**src/rtl/spi_sample_rx_if.sv**
```systemverilog
// spi_sample_rx_if: serial-side and consumer-side signals of spi_sample_rx.
//   MCU_SS         slave select, active-low
//   MCU_SCK_EN     bit strobe; MCU_MOSI is valid on each edge where it is high
//   MCU_MOSI       serial data, I0, I1, Q0, Q1 per 4-bit sample
//   SAMPLE_READY   consumer accepts the head byte when high with SAMPLE_VALID
//   ERR_CLR        one-cycle pulse clearing the sticky error flags
//   SAMPLE_DATA    FIFO head byte: first sample [7:4], second sample [3:0]
//   SAMPLE_VALID   FIFO non-empty
//   NIBBLE_PENDING first sample of a byte held, awaiting the second
//   OVERFLOW       sticky: completed byte dropped because the FIFO was full
//   FRAME_ERR      sticky: partial sample aborted, or strobe seen with SS high
// master = the side driving the serial link and consumer handshake,
// slave  = the receiver.
interface spi_sample_rx_if;
  logic       MCU_SS;
  logic       MCU_SCK_EN;
  logic       MCU_MOSI;
  logic       SAMPLE_READY;
  logic       ERR_CLR;
  logic [7:0] SAMPLE_DATA;
  logic       SAMPLE_VALID;
  logic       NIBBLE_PENDING;
  logic       OVERFLOW;
  logic       FRAME_ERR;

  modport master (
    output MCU_SS, MCU_SCK_EN, MCU_MOSI, SAMPLE_READY, ERR_CLR,
    input  SAMPLE_DATA, SAMPLE_VALID, NIBBLE_PENDING, OVERFLOW, FRAME_ERR
  );

  modport slave (
    input  MCU_SS, MCU_SCK_EN, MCU_MOSI, SAMPLE_READY, ERR_CLR,
    output SAMPLE_DATA, SAMPLE_VALID, NIBBLE_PENDING, OVERFLOW, FRAME_ERR
  );
endinterface

```
**src/rtl/spi_sample_rx.sv**
```systemverilog
// spi_sample_rx: receives 4-bit I/Q samples over a gated serial link, pairs
// them into bytes and queues the bytes in a first-word-fall-through FIFO.
//   MCU_CLK_25_000  sole clock, rising edge
//   RESET           synchronous, active-high
//   bus             spi_sample_rx_if.slave (serial input, consumer handshake,
//                   head byte, status and sticky error flags)
// FIFO_DEPTH must be a power of two, at least 2.
module spi_sample_rx #(
  parameter int unsigned FIFO_DEPTH = 4
) (
  input  logic             MCU_CLK_25_000,
  input  logic             RESET,
  spi_sample_rx_if.slave   bus
);

  localparam int unsigned PtrW = $clog2(FIFO_DEPTH);
  localparam int unsigned CntW = PtrW + 1;

  // Number of bits of the current sample received so far.
  localparam logic [1:0] StIdle = 2'd0;
  localparam logic [1:0] StB1   = 2'd1;
  localparam logic [1:0] StB2   = 2'd2;
  localparam logic [1:0] StB3   = 2'd3;

  logic [1:0]      state_q, state_d;
  logic [2:0]      shift_q, shift_d;
  logic [3:0]      held_q, held_d;
  logic            pend_q, pend_d;
  logic            wr_vld_q, wr_vld_d;
  logic [7:0]      wr_byte_q, wr_byte_d;
  logic [PtrW-1:0] wr_ptr_q, wr_ptr_d;
  logic [PtrW-1:0] rd_ptr_q, rd_ptr_d;
  logic [CntW-1:0] cnt_q, cnt_d;
  logic            ovf_q, ovf_d;
  logic            ferr_q, ferr_d;
  logic [7:0]      hold_q, hold_d;
  logic [7:0]      mem [FIFO_DEPTH];

  logic       accept;
  logic       frame_set;
  logic [3:0] nibble;
  logic       fifo_valid;
  logic       fifo_full;
  logic       pop;
  logic       do_wr;
  logic       ovf_set;

  assign accept = !bus.MCU_SS && bus.MCU_SCK_EN;
  assign nibble = {shift_q, bus.MCU_MOSI};

  // Bit-level receiver and sample pairing.
  always_comb begin
    state_d   = state_q;
    shift_d   = shift_q;
    held_d    = held_q;
    pend_d    = pend_q;
    wr_vld_d  = 1'b0;
    wr_byte_d = wr_byte_q;
    // A strobe while deselected is never data.
    frame_set = bus.MCU_SCK_EN && bus.MCU_SS;
    unique case (state_q)
      StIdle: begin
        if (accept) begin
          shift_d = {2'b00, bus.MCU_MOSI};
          state_d = StB1;
        end
      end
      StB1, StB2: begin
        if (accept) begin
          shift_d = {shift_q[1:0], bus.MCU_MOSI};
          state_d = state_q + 2'd1;
        end else begin
          frame_set = 1'b1;
          state_d   = StIdle;
        end
      end
      StB3: begin
        state_d = StIdle;
        if (accept) begin
          if (pend_q) begin
            // Byte goes to the FIFO on the following edge.
            wr_vld_d  = 1'b1;
            wr_byte_d = {held_q, nibble};
            pend_d    = 1'b0;
          end else begin
            held_d = nibble;
            pend_d = 1'b1;
          end
        end else begin
          frame_set = 1'b1;
        end
      end
      default: state_d = StIdle;
    endcase
  end

  // FIFO control. A pop frees a slot in the same cycle, so write-when-full
  // with a simultaneous pop succeeds.
  assign fifo_valid = (cnt_q != '0);
  assign fifo_full  = (cnt_q == CntW'(FIFO_DEPTH));
  assign pop        = fifo_valid && bus.SAMPLE_READY;
  assign do_wr      = wr_vld_q && (!fifo_full || pop);
  assign ovf_set    = wr_vld_q && fifo_full && !pop;

  always_comb begin
    wr_ptr_d = wr_ptr_q;
    rd_ptr_d = rd_ptr_q;
    cnt_d    = cnt_q;
    if (do_wr) wr_ptr_d = wr_ptr_q + PtrW'(1);
    if (pop)   rd_ptr_d = rd_ptr_q + PtrW'(1);
    if (do_wr && !pop) begin
      cnt_d = cnt_q + CntW'(1);
    end else if (!do_wr && pop) begin
      cnt_d = cnt_q - CntW'(1);
    end
  end

  // Sticky flags: a new error in the same cycle beats ERR_CLR.
  always_comb begin
    ovf_d  = ovf_q;
    ferr_d = ferr_q;
    if (bus.ERR_CLR) begin
      ovf_d  = 1'b0;
      ferr_d = 1'b0;
    end
    if (ovf_set)   ovf_d  = 1'b1;
    if (frame_set) ferr_d = 1'b1;
  end

  // Output stays at the last shown byte while the FIFO is empty.
  assign bus.SAMPLE_DATA    = fifo_valid ? mem[rd_ptr_q] : hold_q;
  assign hold_d             = bus.SAMPLE_DATA;
  assign bus.SAMPLE_VALID   = fifo_valid;
  assign bus.NIBBLE_PENDING = pend_q;
  assign bus.OVERFLOW       = ovf_q;
  assign bus.FRAME_ERR      = ferr_q;

  always_ff @(posedge MCU_CLK_25_000) begin
    if (RESET) begin
      state_q   <= StIdle;
      shift_q   <= '0;
      held_q    <= '0;
      pend_q    <= 1'b0;
      wr_vld_q  <= 1'b0;
      wr_byte_q <= '0;
      wr_ptr_q  <= '0;
      rd_ptr_q  <= '0;
      cnt_q     <= '0;
      ovf_q     <= 1'b0;
      ferr_q    <= 1'b0;
      hold_q    <= '0;
    end else begin
      state_q   <= state_d;
      shift_q   <= shift_d;
      held_q    <= held_d;
      pend_q    <= pend_d;
      wr_vld_q  <= wr_vld_d;
      wr_byte_q <= wr_byte_d;
      wr_ptr_q  <= wr_ptr_d;
      rd_ptr_q  <= rd_ptr_d;
      cnt_q     <= cnt_d;
      ovf_q     <= ovf_d;
      ferr_q    <= ferr_d;
      hold_q    <= hold_d;
    end
  end

  // Storage needs no reset; only slots below the occupancy count are read.
  always_ff @(posedge MCU_CLK_25_000) begin
    if (!RESET && do_wr) begin
      mem[wr_ptr_q] <= wr_byte_q;
    end
  end

endmodule

```
**src/flat_wrapper.sv**
```systemverilog
// flat-port wrapper written by rule: the top's interface ports become plain ports
module spi_sample_rx_flat 
#(
  parameter int unsigned FIFO_DEPTH = 4
)
  (MCU_CLK_25_000, RESET, bus_MCU_SS, bus_MCU_SCK_EN, bus_MCU_MOSI, bus_SAMPLE_READY, bus_ERR_CLR, bus_SAMPLE_DATA, bus_SAMPLE_VALID, bus_NIBBLE_PENDING, bus_OVERFLOW, bus_FRAME_ERR);
  spi_sample_rx_if bus_i ();
  input  logic MCU_CLK_25_000;
  input  logic RESET;
  input wire logic [$bits(bus_i.MCU_SS)-1:0] bus_MCU_SS;
  input wire logic [$bits(bus_i.MCU_SCK_EN)-1:0] bus_MCU_SCK_EN;
  input wire logic [$bits(bus_i.MCU_MOSI)-1:0] bus_MCU_MOSI;
  input wire logic [$bits(bus_i.SAMPLE_READY)-1:0] bus_SAMPLE_READY;
  input wire logic [$bits(bus_i.ERR_CLR)-1:0] bus_ERR_CLR;
  output wire logic [$bits(bus_i.SAMPLE_DATA)-1:0] bus_SAMPLE_DATA;
  output wire logic [$bits(bus_i.SAMPLE_VALID)-1:0] bus_SAMPLE_VALID;
  output wire logic [$bits(bus_i.NIBBLE_PENDING)-1:0] bus_NIBBLE_PENDING;
  output wire logic [$bits(bus_i.OVERFLOW)-1:0] bus_OVERFLOW;
  output wire logic [$bits(bus_i.FRAME_ERR)-1:0] bus_FRAME_ERR;
  assign bus_i.MCU_SS = bus_MCU_SS;
  assign bus_i.MCU_SCK_EN = bus_MCU_SCK_EN;
  assign bus_i.MCU_MOSI = bus_MCU_MOSI;
  assign bus_i.SAMPLE_READY = bus_SAMPLE_READY;
  assign bus_i.ERR_CLR = bus_ERR_CLR;
  assign bus_SAMPLE_DATA = bus_i.SAMPLE_DATA;
  assign bus_SAMPLE_VALID = bus_i.SAMPLE_VALID;
  assign bus_NIBBLE_PENDING = bus_i.NIBBLE_PENDING;
  assign bus_OVERFLOW = bus_i.OVERFLOW;
  assign bus_FRAME_ERR = bus_i.FRAME_ERR;
  spi_sample_rx #(.FIFO_DEPTH(FIFO_DEPTH)) u_core (.MCU_CLK_25_000(MCU_CLK_25_000), .RESET(RESET), .bus(bus_i));
endmodule
```
**config.mk**
```make
export PLATFORM = sky130hd
export DESIGN_NAME = spi_sample_rx_flat
export DESIGN_NICKNAME = d
export VERILOG_FILES = /design/src/rtl/spi_sample_rx_if.sv /design/src/rtl/spi_sample_rx.sv /design/src/flat_wrapper.sv
export SDC_FILE = /design/constraint.sdc
export NUM_CORES = 1
export LEC_CHECK = 0
export CAP_MARGIN = 20
export CORE_UTILIZATION = 50
export DETAILED_ROUTE_END_ITERATION = 6
export PLACE_DENSITY = 0.72
export SLEW_MARGIN = 20
export SYNTH_ARGS = -nofsm -noshare
export SYNTH_HDL_FRONTEND = slang
export SYNTH_SLANG_ARGS = --single-unit
```
**constraint.sdc**
```tcl
create_clock -name MCU_CLK_25_000 -period 2.2 [get_ports MCU_CLK_25_000]
set_input_delay 0.22 -clock MCU_CLK_25_000 [delete_from_list [all_inputs] [get_ports MCU_CLK_25_000]]
set_output_delay 0.22 -clock MCU_CLK_25_000 [all_outputs]
set_load 0.005 [all_outputs]
```
==> impl_metrics.json <==
{
  "status": "finished, final reports clean",
  "synth_top_cell_area_share_pct": 34.4,
  "grt_remaining_overflow": 0,
  "total_leakage_power_nw": 1.28,
  "post_drt_via_cell_ratio": 5.18,
  "die_height_um": 76.7,
  "postSynthAreaPerCell_um2": 14.2,
  "antenna_found_initial": 0,
  "floorplan.die_area_um2": 5880,
  "min_period_over_period_pct": 97.7,
  "max_cap_violations": 0,
  "post-place-cells": 291,
  "crit_path_max_fanout": 6,
  "power_per_cell_area_nw_per_um2": 799,
  "tightestPinTransition_ps": 738,
  "finalWeightedCongestion": 0.728,
  "slew_headroom_pct": 50.6,
  "wl_per_cell_um": 14.2,
  "worst_skew_pair.late_latency_ps": 330,
  "synth-seq-cells": 70,
  "clk_path_buf_depth": 2,
  "synth.yosys.warnings": 0,
  "fin_area_um2": 3340,
  "hold_path_class": "register to register",
  "critPathKind": "register to primary output",
  "clock_pin_slew_on_the_worst_setup_and_hold_paths_ps": 60,
  "maxClockFrequency_ghz": 0.465,
  "io_buffer_count": 18,
  "cts.sink_count": 70,
  "die_x_um": 76.7,
  "dr.pass1.iters": 4,
  "post-synth-top-count-cell": "sky130_fd_sc_hd__dfxtp_1",
  "ir_worst_vdd_mv": 0.464,
  "grt_setup_unrepaired": "true",
  "worst-endpoint-arrival_ps": 1930,
  "synth_top_cell_by_area": "sky130_fd_sc_hd__edfxtp_1",
  "root_buffer": "sky130_fd_sc_hd__clkbuf_8",
  "tritoncts.num_buffers": 9,
  "placement_rows": 26,
  "coreArea_um2": 5240,
  "dpl.hpwl_mm": 2.96,
  "residual_drc_count": 0,
  "post_cts_hold_buffer_count": 0,
  "floorplan.initialDensity_pct": 53.3,
  "num_io_pins": 19,
  "first_global_vias": 1553,
  "final-instance-count-excl-fill": 311,
  "area_growth_syn_to_layout_pct": 19.9,
  "finalCriticalPeriod_ps": 2150,
  "critical_path.slowest_cell": "sky130_fd_sc_hd__mux4_2",
  "endpoint_kind": "primary output",
  "yosysSeqAreaShare_pct": 61.7,
  "synth.top_cells.by_area": "sky130_fd_sc_hd__edfxtp_1 34%, sky130_fd_sc_hd__dfxtp_1 27%, sky130_fd_sc_hd__mux4_2 6.5%",
  "detail_route.wirelength_mm": 4.42,
  "worstPathBufferInverterCount": 3,
  "syn-cell-area_um2": 2790,
  "detailed_place.area_um2": 3130,
  "grt_pass1_wl_mm": 7.21,
  "count_of_vias_placed_by_the_detailed_router": 1610,
  "timing.final.hold_violations": 0,
  "synth-edff-count": 32,
  "path_cells": "buf_12 -> buf_4 -> mux4_2 -> mux2_4 -> dlygate4sd2_1",
  "final_net_count": 252,
  "postSynthCellCount": 196,
  "post_route_cells_drive_above_1_share_pct": 25.7,
  "cts_tree": "built",
  "grt_start_max_net_pins": 17,
  "asr_flop_ratio_synth_pct": 0,
  "synth_cell_types": 35,
  "timing.final.setup_violations": 0,
  "timing.critical_path.max_delay_family": "multiplexers",
  "cpPeakStageDelay_ps": 490,
  "synth_fp_nets": 211,
  "fin_hold_ws_ps": 462,
  "final.setup_skew_ps": 7.27,
  "timing.critical_path.required_ps": 1980,
  "tns_ps": 0,
  "track_usage_pct": 16.6,
  "critical_path.startpoint_type": "register",
  "drt.antenna.violating_nets": 0,
  "slew_viol_final": 0,
  "synth.top_cells.by_count": "38 x sky130_fd_sc_hd__dfxtp_1, 32 x sky130_fd_sc_hd__edfxtp_1, 15 x sky130_fd_sc_hd__nor2_1",
  "drt_first_iter_violations": 90,
  "antenna_cells_inserted": 0,
  "synth-main-ff-cell": "sky130_fd_sc_hd__dfxtp_1",
  "deepest_level_of_the_cts_h_tree": 3
}
## cell usage in the layout, fill, tap and decap left out, types with 6 or more instances in the layout
master / instances
sky130_fd_sc_hd__dlygate4sd2_1: 7
sky130_fd_sc_hd__dfxtp_1: 35
sky130_fd_sc_hd__buf_4: 15
sky130_fd_sc_hd__nand2_1: 10
sky130_fd_sc_hd__ha_1: 6
sky130_fd_sc_hd__nor2_1: 15
sky130_fd_sc_hd__clkdlybuf4s50_1: 10
sky130_fd_sc_hd__a21oi_1: 9
sky130_fd_sc_hd__edfxtp_1: 32
sky130_fd_sc_hd__clkbuf_8: 9
sky130_fd_sc_hd__mux2_4: 8
sky130_fd_sc_hd__inv_1: 7
sky130_fd_sc_hd__a22o_1: 8
sky130_fd_sc_hd__mux4_2: 8
sky130_fd_sc_hd__nor2b_4: 8
## layer usage
layer / routed length (um) / part of all wire [%] / vias to the layer above / global-route usage [%]
li1: - / - / 789 / -
met4: 91 / 2.1 / 0 / 11.0
met1: 2120 / 48 / 776 / 21.3
met5: 0 / 0 / - / 0
met3: 191 / 4.3 / 8 / 3.21
met2: 2020 / 46 / 37 / 25.5
## metrics by stage
stage	utilization, %	setup WS (ps)	total power, W
final	63.9	50.5	0.00267
after global routing	63.9	-8.76	0.00278
after CTS	63.8	16.6	0.00270
after detailed placement	59.8	-76.6	0.00185
after global placement	59.8	-22.5	0.00184
after floorplan	-	21.3	0.00172
## cell type report
cell class | count | area (um2)
fillers | 424 | 1890
flip-flops and latches | 70 | 1730
multi-input cells | 113 | 1010
repair buffers | 36 | 344
clock buffers | 12 | 135
well taps | 70 | 87.6
inverters | 7 | 26.3
clock inverters | 3 | 13.8
## registers in the layout, summed over array words and instances (netlist names), named ones only
signal                     count
u_core.bus.OVERFLOW            1
u_core.wr_ptr_q                2
u_core.state_q                 2
u_core.held_q                  4
u_core.wr_byte_q               8
u_core.cnt_q                   3
u_core.bus.NIBBLE_PENDING      1
u_core.shift_q                 3
u_core.bus.FRAME_ERR           1
u_core.hold_q                  8
u_core.wr_vld_q                1
u_core.mem                    32
u_core.rd_ptr_q                2
## final timing paths
check,cells past startpoint,from,slack (ps),to
setup / recovery,5,register,50,bus_SAMPLE_DATA[1]
hold / removal,1,u_core.held_q[2],460,u_core.wr_byte_q[6]
setup reg to reg,8,u_core.cnt_q[2],80,u_core.cnt_q[2]
hold reg to reg,1,u_core.held_q[2],460,u_core.wr_byte_q[6]
## worst reg2reg max path: cells and delay by family, from the launching register on
kind                     cells  cell delay (ps)
XOR/XNOR                     1              170
AO/OA/AOI/OAI                1              120
AND/OR/NAND/NOR              3              840
adder cells (fa/ha/maj)      2              550
flip-flops                   1              330
buffers and inverters        1               50
## report_power, final
| part | internal [W] | total [W] | leakage (nW) | switching (W) |
|---|---|---|---|---|
| logic | 0.000271 | 0.000438 | 0.570 | 0.000167 |
| registers | 0.00139 | 0.00142 | 0.634 | 0.0000300 |
| clock network | 0.000396 | 0.000812 | 0.0776 | 0.000415 |
| total | 0.00206 | 0.00267 | 1.28 | 0.000613 |
## what timing repair did
item	CTS	global route
pin swaps	0	1
buffers inserted	5	0
setup endpoints to repair	8	5
resized for setup	14	2
## cells by family (layout without fill, tap and decap cells)
group,after synthesis,in the layout,share of synthesized area (%)
AOI/OAI and AO/OA,29,29,6.95
xor gates and xnor gates,6,6,1.88
adders and majority gates,8,8,3.86
buffers and inverters,13,58,2.33
DFF,70,70,61.7
muxes,18,18,11.5
and+or+nand+nor,52,52,11.8
(Power assumes the default switching activity.)
